**src/rtl/alu_pkg.sv**
```systemverilog
// rtl/alu_pkg.sv - shared opcodes, FSM encoding and flag positions for alu_secuencial
package alu_pkg;

    localparam logic [5:0] OP_ADD = 6'b100000;
    localparam logic [5:0] OP_SUB = 6'b100010;
    localparam logic [5:0] OP_AND = 6'b100100;
    localparam logic [5:0] OP_OR  = 6'b100101;
    localparam logic [5:0] OP_XOR = 6'b100110;
    localparam logic [5:0] OP_NOR = 6'b100111;
    localparam logic [5:0] OP_SRL = 6'b000010;
    localparam logic [5:0] OP_SRA = 6'b000011;

    typedef enum logic {
        ST_IDLE  = 1'b0,
        ST_SHIFT = 1'b1
    } estado_t;

    localparam int FLAG_ZERO  = 0;
    localparam int FLAG_CARRY = 1;
    localparam int FLAG_OVF   = 2;
    localparam int FLAG_ERR   = 3;
    localparam int NFLAGS     = 4;

endpackage

```
**src/rtl/alu_nucleo.sv**
```systemverilog
// rtl/alu_nucleo.sv - combinational core for add/sub/logic ops with carry, overflow and error
module alu_nucleo
    import alu_pkg::*;
#(
    parameter int NBITS  = 8,
    parameter int COD_OP = 6
) (
    input  logic [NBITS-1:0]  a_i,
    input  logic [NBITS-1:0]  b_i,
    input  logic [COD_OP-1:0] op_i,
    output logic [NBITS-1:0]  res_o,
    output logic              carry_o,
    output logic              overflow_o,
    output logic              error_o
);

    logic [NBITS:0] suma;
    logic [NBITS:0] resta;

    assign suma  = {1'b0, a_i} + {1'b0, b_i};
    // The extra MSB of the wide difference is the unsigned borrow (A < B).
    assign resta = {1'b0, a_i} - {1'b0, b_i};

    always_comb begin
        res_o      = '0;
        carry_o    = 1'b0;
        overflow_o = 1'b0;
        error_o    = 1'b0;
        case (op_i)
            COD_OP'(OP_ADD): begin
                res_o      = suma[NBITS-1:0];
                carry_o    = suma[NBITS];
                overflow_o = (a_i[NBITS-1] == b_i[NBITS-1]) &&
                             (suma[NBITS-1] != a_i[NBITS-1]);
            end
            COD_OP'(OP_SUB): begin
                res_o      = resta[NBITS-1:0];
                carry_o    = resta[NBITS];
                overflow_o = (a_i[NBITS-1] != b_i[NBITS-1]) &&
                             (resta[NBITS-1] != a_i[NBITS-1]);
            end
            COD_OP'(OP_AND): res_o = a_i & b_i;
            COD_OP'(OP_OR):  res_o = a_i | b_i;
            COD_OP'(OP_XOR): res_o = a_i ^ b_i;
            COD_OP'(OP_NOR): res_o = ~(a_i | b_i);
            // Shifts are handled by the sequential datapath in the top.
            COD_OP'(OP_SRL), COD_OP'(OP_SRA): res_o = '0;
            default: error_o = 1'b1;
        endcase
    end

endmodule

```
**src/rtl/alu_secuencial.sv**
```systemverilog
// rtl/alu_secuencial.sv - registered ALU with valid/ready handshake and iterative shifts
module alu_secuencial
    import alu_pkg::*;
#(
    parameter int NBITS  = 8,
    parameter int COD_OP = 6
) (
    input  logic              clk,
    input  logic              rst_n,
    input  logic              i_valid,
    output logic              o_ready,
    input  logic [NBITS-1:0]  operando_A,
    input  logic [NBITS-1:0]  operando_B,
    input  logic [COD_OP-1:0] cod_operacion,
    output logic              o_valid,
    input  logic              i_ready,
    output logic [NBITS-1:0]  ALU_Result,
    output logic              o_zero,
    output logic              o_carry,
    output logic              o_overflow,
    output logic              o_error
);

    localparam int CW = $clog2(NBITS + 1);

    estado_t           state_q, state_d;
    logic [CW-1:0]     cnt_q, cnt_d;
    logic [NBITS-1:0]  sh_q, sh_d;
    logic              arith_q, arith_d;
    logic [NBITS-1:0]  res_q, res_d;
    logic [NFLAGS-1:0] flags_q, flags_d;
    logic              valid_q, valid_d;

    logic [NBITS-1:0]  nuc_res;
    logic              nuc_carry, nuc_ovf, nuc_err;
    logic              accept, es_shift;
    logic [CW-1:0]     shamt;
    logic [NBITS-1:0]  sh_next;

    alu_nucleo #(
        .NBITS  (NBITS),
        .COD_OP (COD_OP)
    ) u_nucleo (
        .a_i        (operando_A),
        .b_i        (operando_B),
        .op_i       (cod_operacion),
        .res_o      (nuc_res),
        .carry_o    (nuc_carry),
        .overflow_o (nuc_ovf),
        .error_o    (nuc_err)
    );

    assign o_ready = (state_q == ST_IDLE) && (!valid_q || i_ready);
    assign accept  = i_valid && o_ready;
    assign es_shift = (cod_operacion == COD_OP'(OP_SRL)) ||
                      (cod_operacion == COD_OP'(OP_SRA));
    // Amounts of NBITS or more behave identically, so clamp before counting.
    assign shamt   = (operando_B >= NBITS'(NBITS)) ? CW'(NBITS) : operando_B[CW-1:0];
    assign sh_next = {arith_q & sh_q[NBITS-1], sh_q[NBITS-1:1]};

    always_comb begin
        state_d = state_q;
        cnt_d   = cnt_q;
        sh_d    = sh_q;
        arith_d = arith_q;
        res_d   = res_q;
        flags_d = flags_q;
        valid_d = valid_q;

        if (valid_q && i_ready) begin
            valid_d = 1'b0;
        end

        case (state_q)
            ST_IDLE: begin
                if (accept) begin
                    if (es_shift && (shamt != '0)) begin
                        state_d = ST_SHIFT;
                        cnt_d   = shamt;
                        sh_d    = operando_A;
                        arith_d = (cod_operacion == COD_OP'(OP_SRA));
                    end else begin
                        res_d   = es_shift ? operando_A : nuc_res;
                        flags_d = '0;
                        flags_d[FLAG_ZERO]  = es_shift ? (operando_A == '0) : (nuc_res == '0);
                        flags_d[FLAG_CARRY] = es_shift ? 1'b0 : nuc_carry;
                        flags_d[FLAG_OVF]   = es_shift ? 1'b0 : nuc_ovf;
                        flags_d[FLAG_ERR]   = es_shift ? 1'b0 : nuc_err;
                        valid_d = 1'b1;
                    end
                end
            end
            ST_SHIFT: begin
                sh_d  = sh_next;
                cnt_d = cnt_q - CW'(1);
                if (cnt_q == CW'(1)) begin
                    state_d = ST_IDLE;
                    res_d   = sh_next;
                    flags_d = '0;
                    flags_d[FLAG_ZERO]  = (sh_next == '0);
                    flags_d[FLAG_CARRY] = sh_q[0];
                    valid_d = 1'b1;
                end
            end
            default: state_d = ST_IDLE;
        endcase
    end

    always_ff @(posedge clk or negedge rst_n) begin
        if (!rst_n) begin
            state_q <= ST_IDLE;
            cnt_q   <= '0;
            sh_q    <= '0;
            arith_q <= 1'b0;
            res_q   <= '0;
            flags_q <= '0;
            valid_q <= 1'b0;
        end else begin
            state_q <= state_d;
            cnt_q   <= cnt_d;
            sh_q    <= sh_d;
            arith_q <= arith_d;
            res_q   <= res_d;
            flags_q <= flags_d;
            valid_q <= valid_d;
        end
    end

    assign o_valid    = valid_q;
    assign ALU_Result = res_q;
    assign o_zero     = flags_q[FLAG_ZERO];
    assign o_carry    = flags_q[FLAG_CARRY];
    assign o_overflow = flags_q[FLAG_OVF];
    assign o_error    = flags_q[FLAG_ERR];

endmodule

```
**config.mk**
```make
export PLATFORM = sky130hd
export DESIGN_NAME = alu_secuencial
export DESIGN_NICKNAME = d
export VERILOG_FILES = /design/src/rtl/alu_pkg.sv /design/src/rtl/alu_nucleo.sv /design/src/rtl/alu_secuencial.sv
export SDC_FILE = /design/constraint.sdc
export NUM_CORES = 1
export LEC_CHECK = 0
export CAP_MARGIN = 20
export CORE_MARGIN = 2
export CORE_UTILIZATION = 60
export CTS_CLUSTER_SIZE = 10
export DETAILED_ROUTE_END_ITERATION = 12
export GPL_TIMING_DRIVEN = 0
export PLACE_DENSITY = 0.95
export SLEW_MARGIN = 0
export SYNTH_ARGS = -nofsm -noshare
export SYNTH_HDL_FRONTEND = slang
export SYNTH_SLANG_ARGS = --single-unit
```
**constraint.sdc**
```tcl
create_clock -name clk -period 3.2 [get_ports clk]
set_input_delay 0.48 -clock clk [delete_from_list [all_inputs] [get_ports clk]]
set_output_delay 0.48 -clock clk [all_outputs]
set_load 0.01 [all_outputs]
```
==> impl_metrics.env <==
export IMPL_drive_gt1_share_pct=6.93
export IMPL_synth_top_area_share_pct=24.8
export IMPL_fin_hold_ws_ns=0.482
export IMPL_vdd_ir_drop_max_mv=0.392
export IMPL_rrSetupSlack_ns=0.76
export IMPL_cts_buffer_depth=2
export IMPL_die_h_um=71.3
export IMPL_drt_iter0_drc=299
export IMPL_min_period_over_period_pct=96.7
export IMPL_cts_sinks=27
export IMPL_grt_pass1_vias=2612
export IMPL_syn_nets=388
export IMPL_synth_top_flop_cell="dfrtp_1"
export IMPL_track_usage_pct=30.6
export IMPL_dr_total_vias=2762
export IMPL_ys_ff_latch=27
export IMPL_fmax_mhz=323
export IMPL_skew_ns=0.00911
export IMPL_final_min_clock_period_ns=3.10
export IMPL_met2_length_um=3580
export IMPL_die_w_um=71.3
export IMPL_wl_um=7720
export IMPL_critical_path_class="in -> reg"
export IMPL_p_per_area_nw_per_um2=488
export IMPL_row_count=24
export IMPL_grt_max_degree=17
export IMPL_worst_ep_arrival_time_ns=3.31
export IMPL_slew_viol_final=0
export IMPL_path_clk_slew_ns=0.09
export IMPL_top_layer_used="met4"
export IMPL_grt_setup_unrepaired="false"
export IMPL_regArea_um2=676
export IMPL_cp_start_kind="input pin"
export IMPL_relSlewSlack_pct=52.4
export IMPL_io_pins=40
export IMPL_ys_seq_area_share_pct=24.8
export IMPL_tightestPinTransition_ns=0.708
export IMPL_p_total_mw=1.58
export IMPL_wl_per_cell_um=18.1
export IMPL_end_kind="register"
export IMPL_nNetsFinal=431
export IMPL_synth_cells=333
export IMPL_yosysTopAreaCell="dfrtp_1"
export IMPL_clk_latency_ns=0.27
export IMPL_place_gp_congestion=0.945
export IMPL_fill_cells=318
export IMPL_multi_input_area_um2=1870
export IMPL_cts_setup_buffers=0
export IMPL_cap_violations=0
export IMPL_port_buffers=37
export IMPL_diodes=0
export IMPL_ant_nets=0
export IMPL_synth_cell_types=53
export IMPL_synth_edf_count=0
export IMPL_grt_pass1_wl_um=12400
export IMPL_wl_met3_um=796
export IMPL_htree_levels=1
export IMPL_tritoncts="done"
export IMPL_drc_errors=0
export IMPL_syn2layout_area_growth_pct=19.1
export IMPL_antenna_found_initial=0
export IMPL_vias_per_cell=6.47
export IMPL_final_setup_viol_count=0
export IMPL_dpl_hpwl_um=5940
export IMPL_cts_buffers=3
export IMPL_yosys_top_cells_area="dfrtp_1 (25%), ha_1 (12%), mux2i_1 (6.3%)"
export IMPL_syn_avg_cell_area_um2=8.17
export IMPL_worstPathRequired_ns=3.41
export IMPL_critPathMaxFanout=4
export IMPL_leakage_nw=1.44
export IMPL_gr_total_overflow=0
export IMPL_first_pass_iters=5
export IMPL_status="completed"
export IMPL_holdCritPathClass="reg -> reg"
export IMPL_dieArea_um2=5090
export IMPL_async_flop_share_pct=100
export IMPL_ctsHoldBuffers=0
export IMPL_initial_core_util_pct=62.5
export IMPL_syn_area_um2=2720
export IMPL_yosysWarnings=0
export IMPL_clockRootBuffer="clkbuf_8"
export IMPL_core_um2=4350
export IMPL_wl_met1_um=3200
export IMPL_finalHoldViolCount=0
## sequential cells by signal (all words and copies together), names as in the netlist
signal,cells
state_q,1
flags_q,4
o_valid,1
ALU_Result,8
sh_q,8
arith_q,1
cnt_q,4
## cell type report
type	count	area share, %
well taps	52	2.01
multi-input cells	259	57.6
repair buffers	38	12.3
flip-flops and latches	27	20.8
clock buffers	4	1.39
plain buffers	18	2.47
inverters	29	3.36
## cell families (layout without fill, tap and decap cells)
family	after synthesis	in the layout	share of synthesized area, %
compound gates	100	100	24.2
xor+xnor	4	4	1.29
fa+ha+maj	29	29	13.9
buf+inv	47	89	6.94
flops	27	27	24.8
mux	24	24	9.15
simple gates	102	102	19.7
## repair_timing
| item | 4_1_cts | 5_1_grt |
|---|---|---|
| resized for setup | 1 | 1 |
| setup endpoints to repair | 1 | 3 |
| cloned | 0 | 0 |
## critical path: stages
cell and delay (ns):
clkdlybuf4s50_1 0.56, inv_1 0.14, ha_1 0.25, fa_1 0.40
nor3_1 0.26, nor4_1 0.11, o21a_1 0.18, o31ai_1 0.43
mux2i_1 0.17, o21ai_0 0.17, mux2_2 0.16
## cell usage in the layout (no fill, tap or decap), drive strengths merged, types with 7 or more instances in the layout
cell type      count
clkdlybuf4s50     37
mux2i             17
nor3              11
a21oi             19
buf                7
dfrtp             27
clkbuf            16
a211oi             9
inv               29
ha                27
o31ai              7
nor2              22
nand2             25
mux2               7
o21ai             31
o211ai             7
## layer usage
| layer | GRT usage, % | vias up |
|---|---|---|
| met2 | 48.8 | 163 |
| met5 | 0 | - |
| met4 | 9.43 | 0 |
| li1 | - | 1292 |
| met3 | 7.03 | 17 |
| met1 | 41.5 | 1290 |
## cell usage after synthesis (all sizes together) (2+ instances only)
cell / n
and2: 6
o31ai: 7
nor3b: 2
nor4: 5
a31oi: 2
o211ai: 7
or3: 2
nor2b: 6
buf: 6
or4: 5
nand2b: 3
inv: 29
a21oi: 19
nand3: 6
nand2: 25
a21o: 5
o21ai: 31
a211oi: 9
mux2: 7
fa: 2
o311a: 3
o221ai: 2
a31o: 2
nor3: 11
and3: 2
xnor2: 3
mux2i: 17
nor2: 22
clkbuf: 12
dfrtp: 27
o21a: 3
nand4: 6
ha: 27
## stage by stage
step / setup TNS, ns / area (um^2) / setup WS, ns / utilization [%] / cells
floorplan: 0 / 2720 / 0.942 / - / 333
global placement: -0.690 / 3160 / -0.276 / 72.5 / 422
detailed placement: -0.882 / 3180 / -0.305 / 73.1 / 423
CTS: 0 / 3240 / 0.0634 / 74.3 / 427
global route: 0 / 3240 / 0.0134 / 74.4 / 427
finish: 0 / 3240 / 0.105 / 74.4 / 427
## power breakdown
| part | internal [mW] | switching (mW) | total, mW |
|---|---|---|---|
| Sequential | 0.470 | 0.0860 | 0.556 |
| Clock | 0.0892 | 0.103 | 0.192 |
| Combinational | 0.378 | 0.457 | 0.835 |
## path summary, 6_finish.rpt
path,to,depth (start not counted),startpoint
max,ALU_Result[4],11,operando_A[0]
min,flags_q[3],2,flags_q[3]
min in group asynchronous,cnt_q[1],1,rst_n
min reg2reg,flags_q[3],2,flags_q[3]
max in group asynchronous,sh_q[3],2,rst_n
max reg2reg,sh_q[5],7,state_q
No activity file was read; power rests on OpenSTA's default activity.
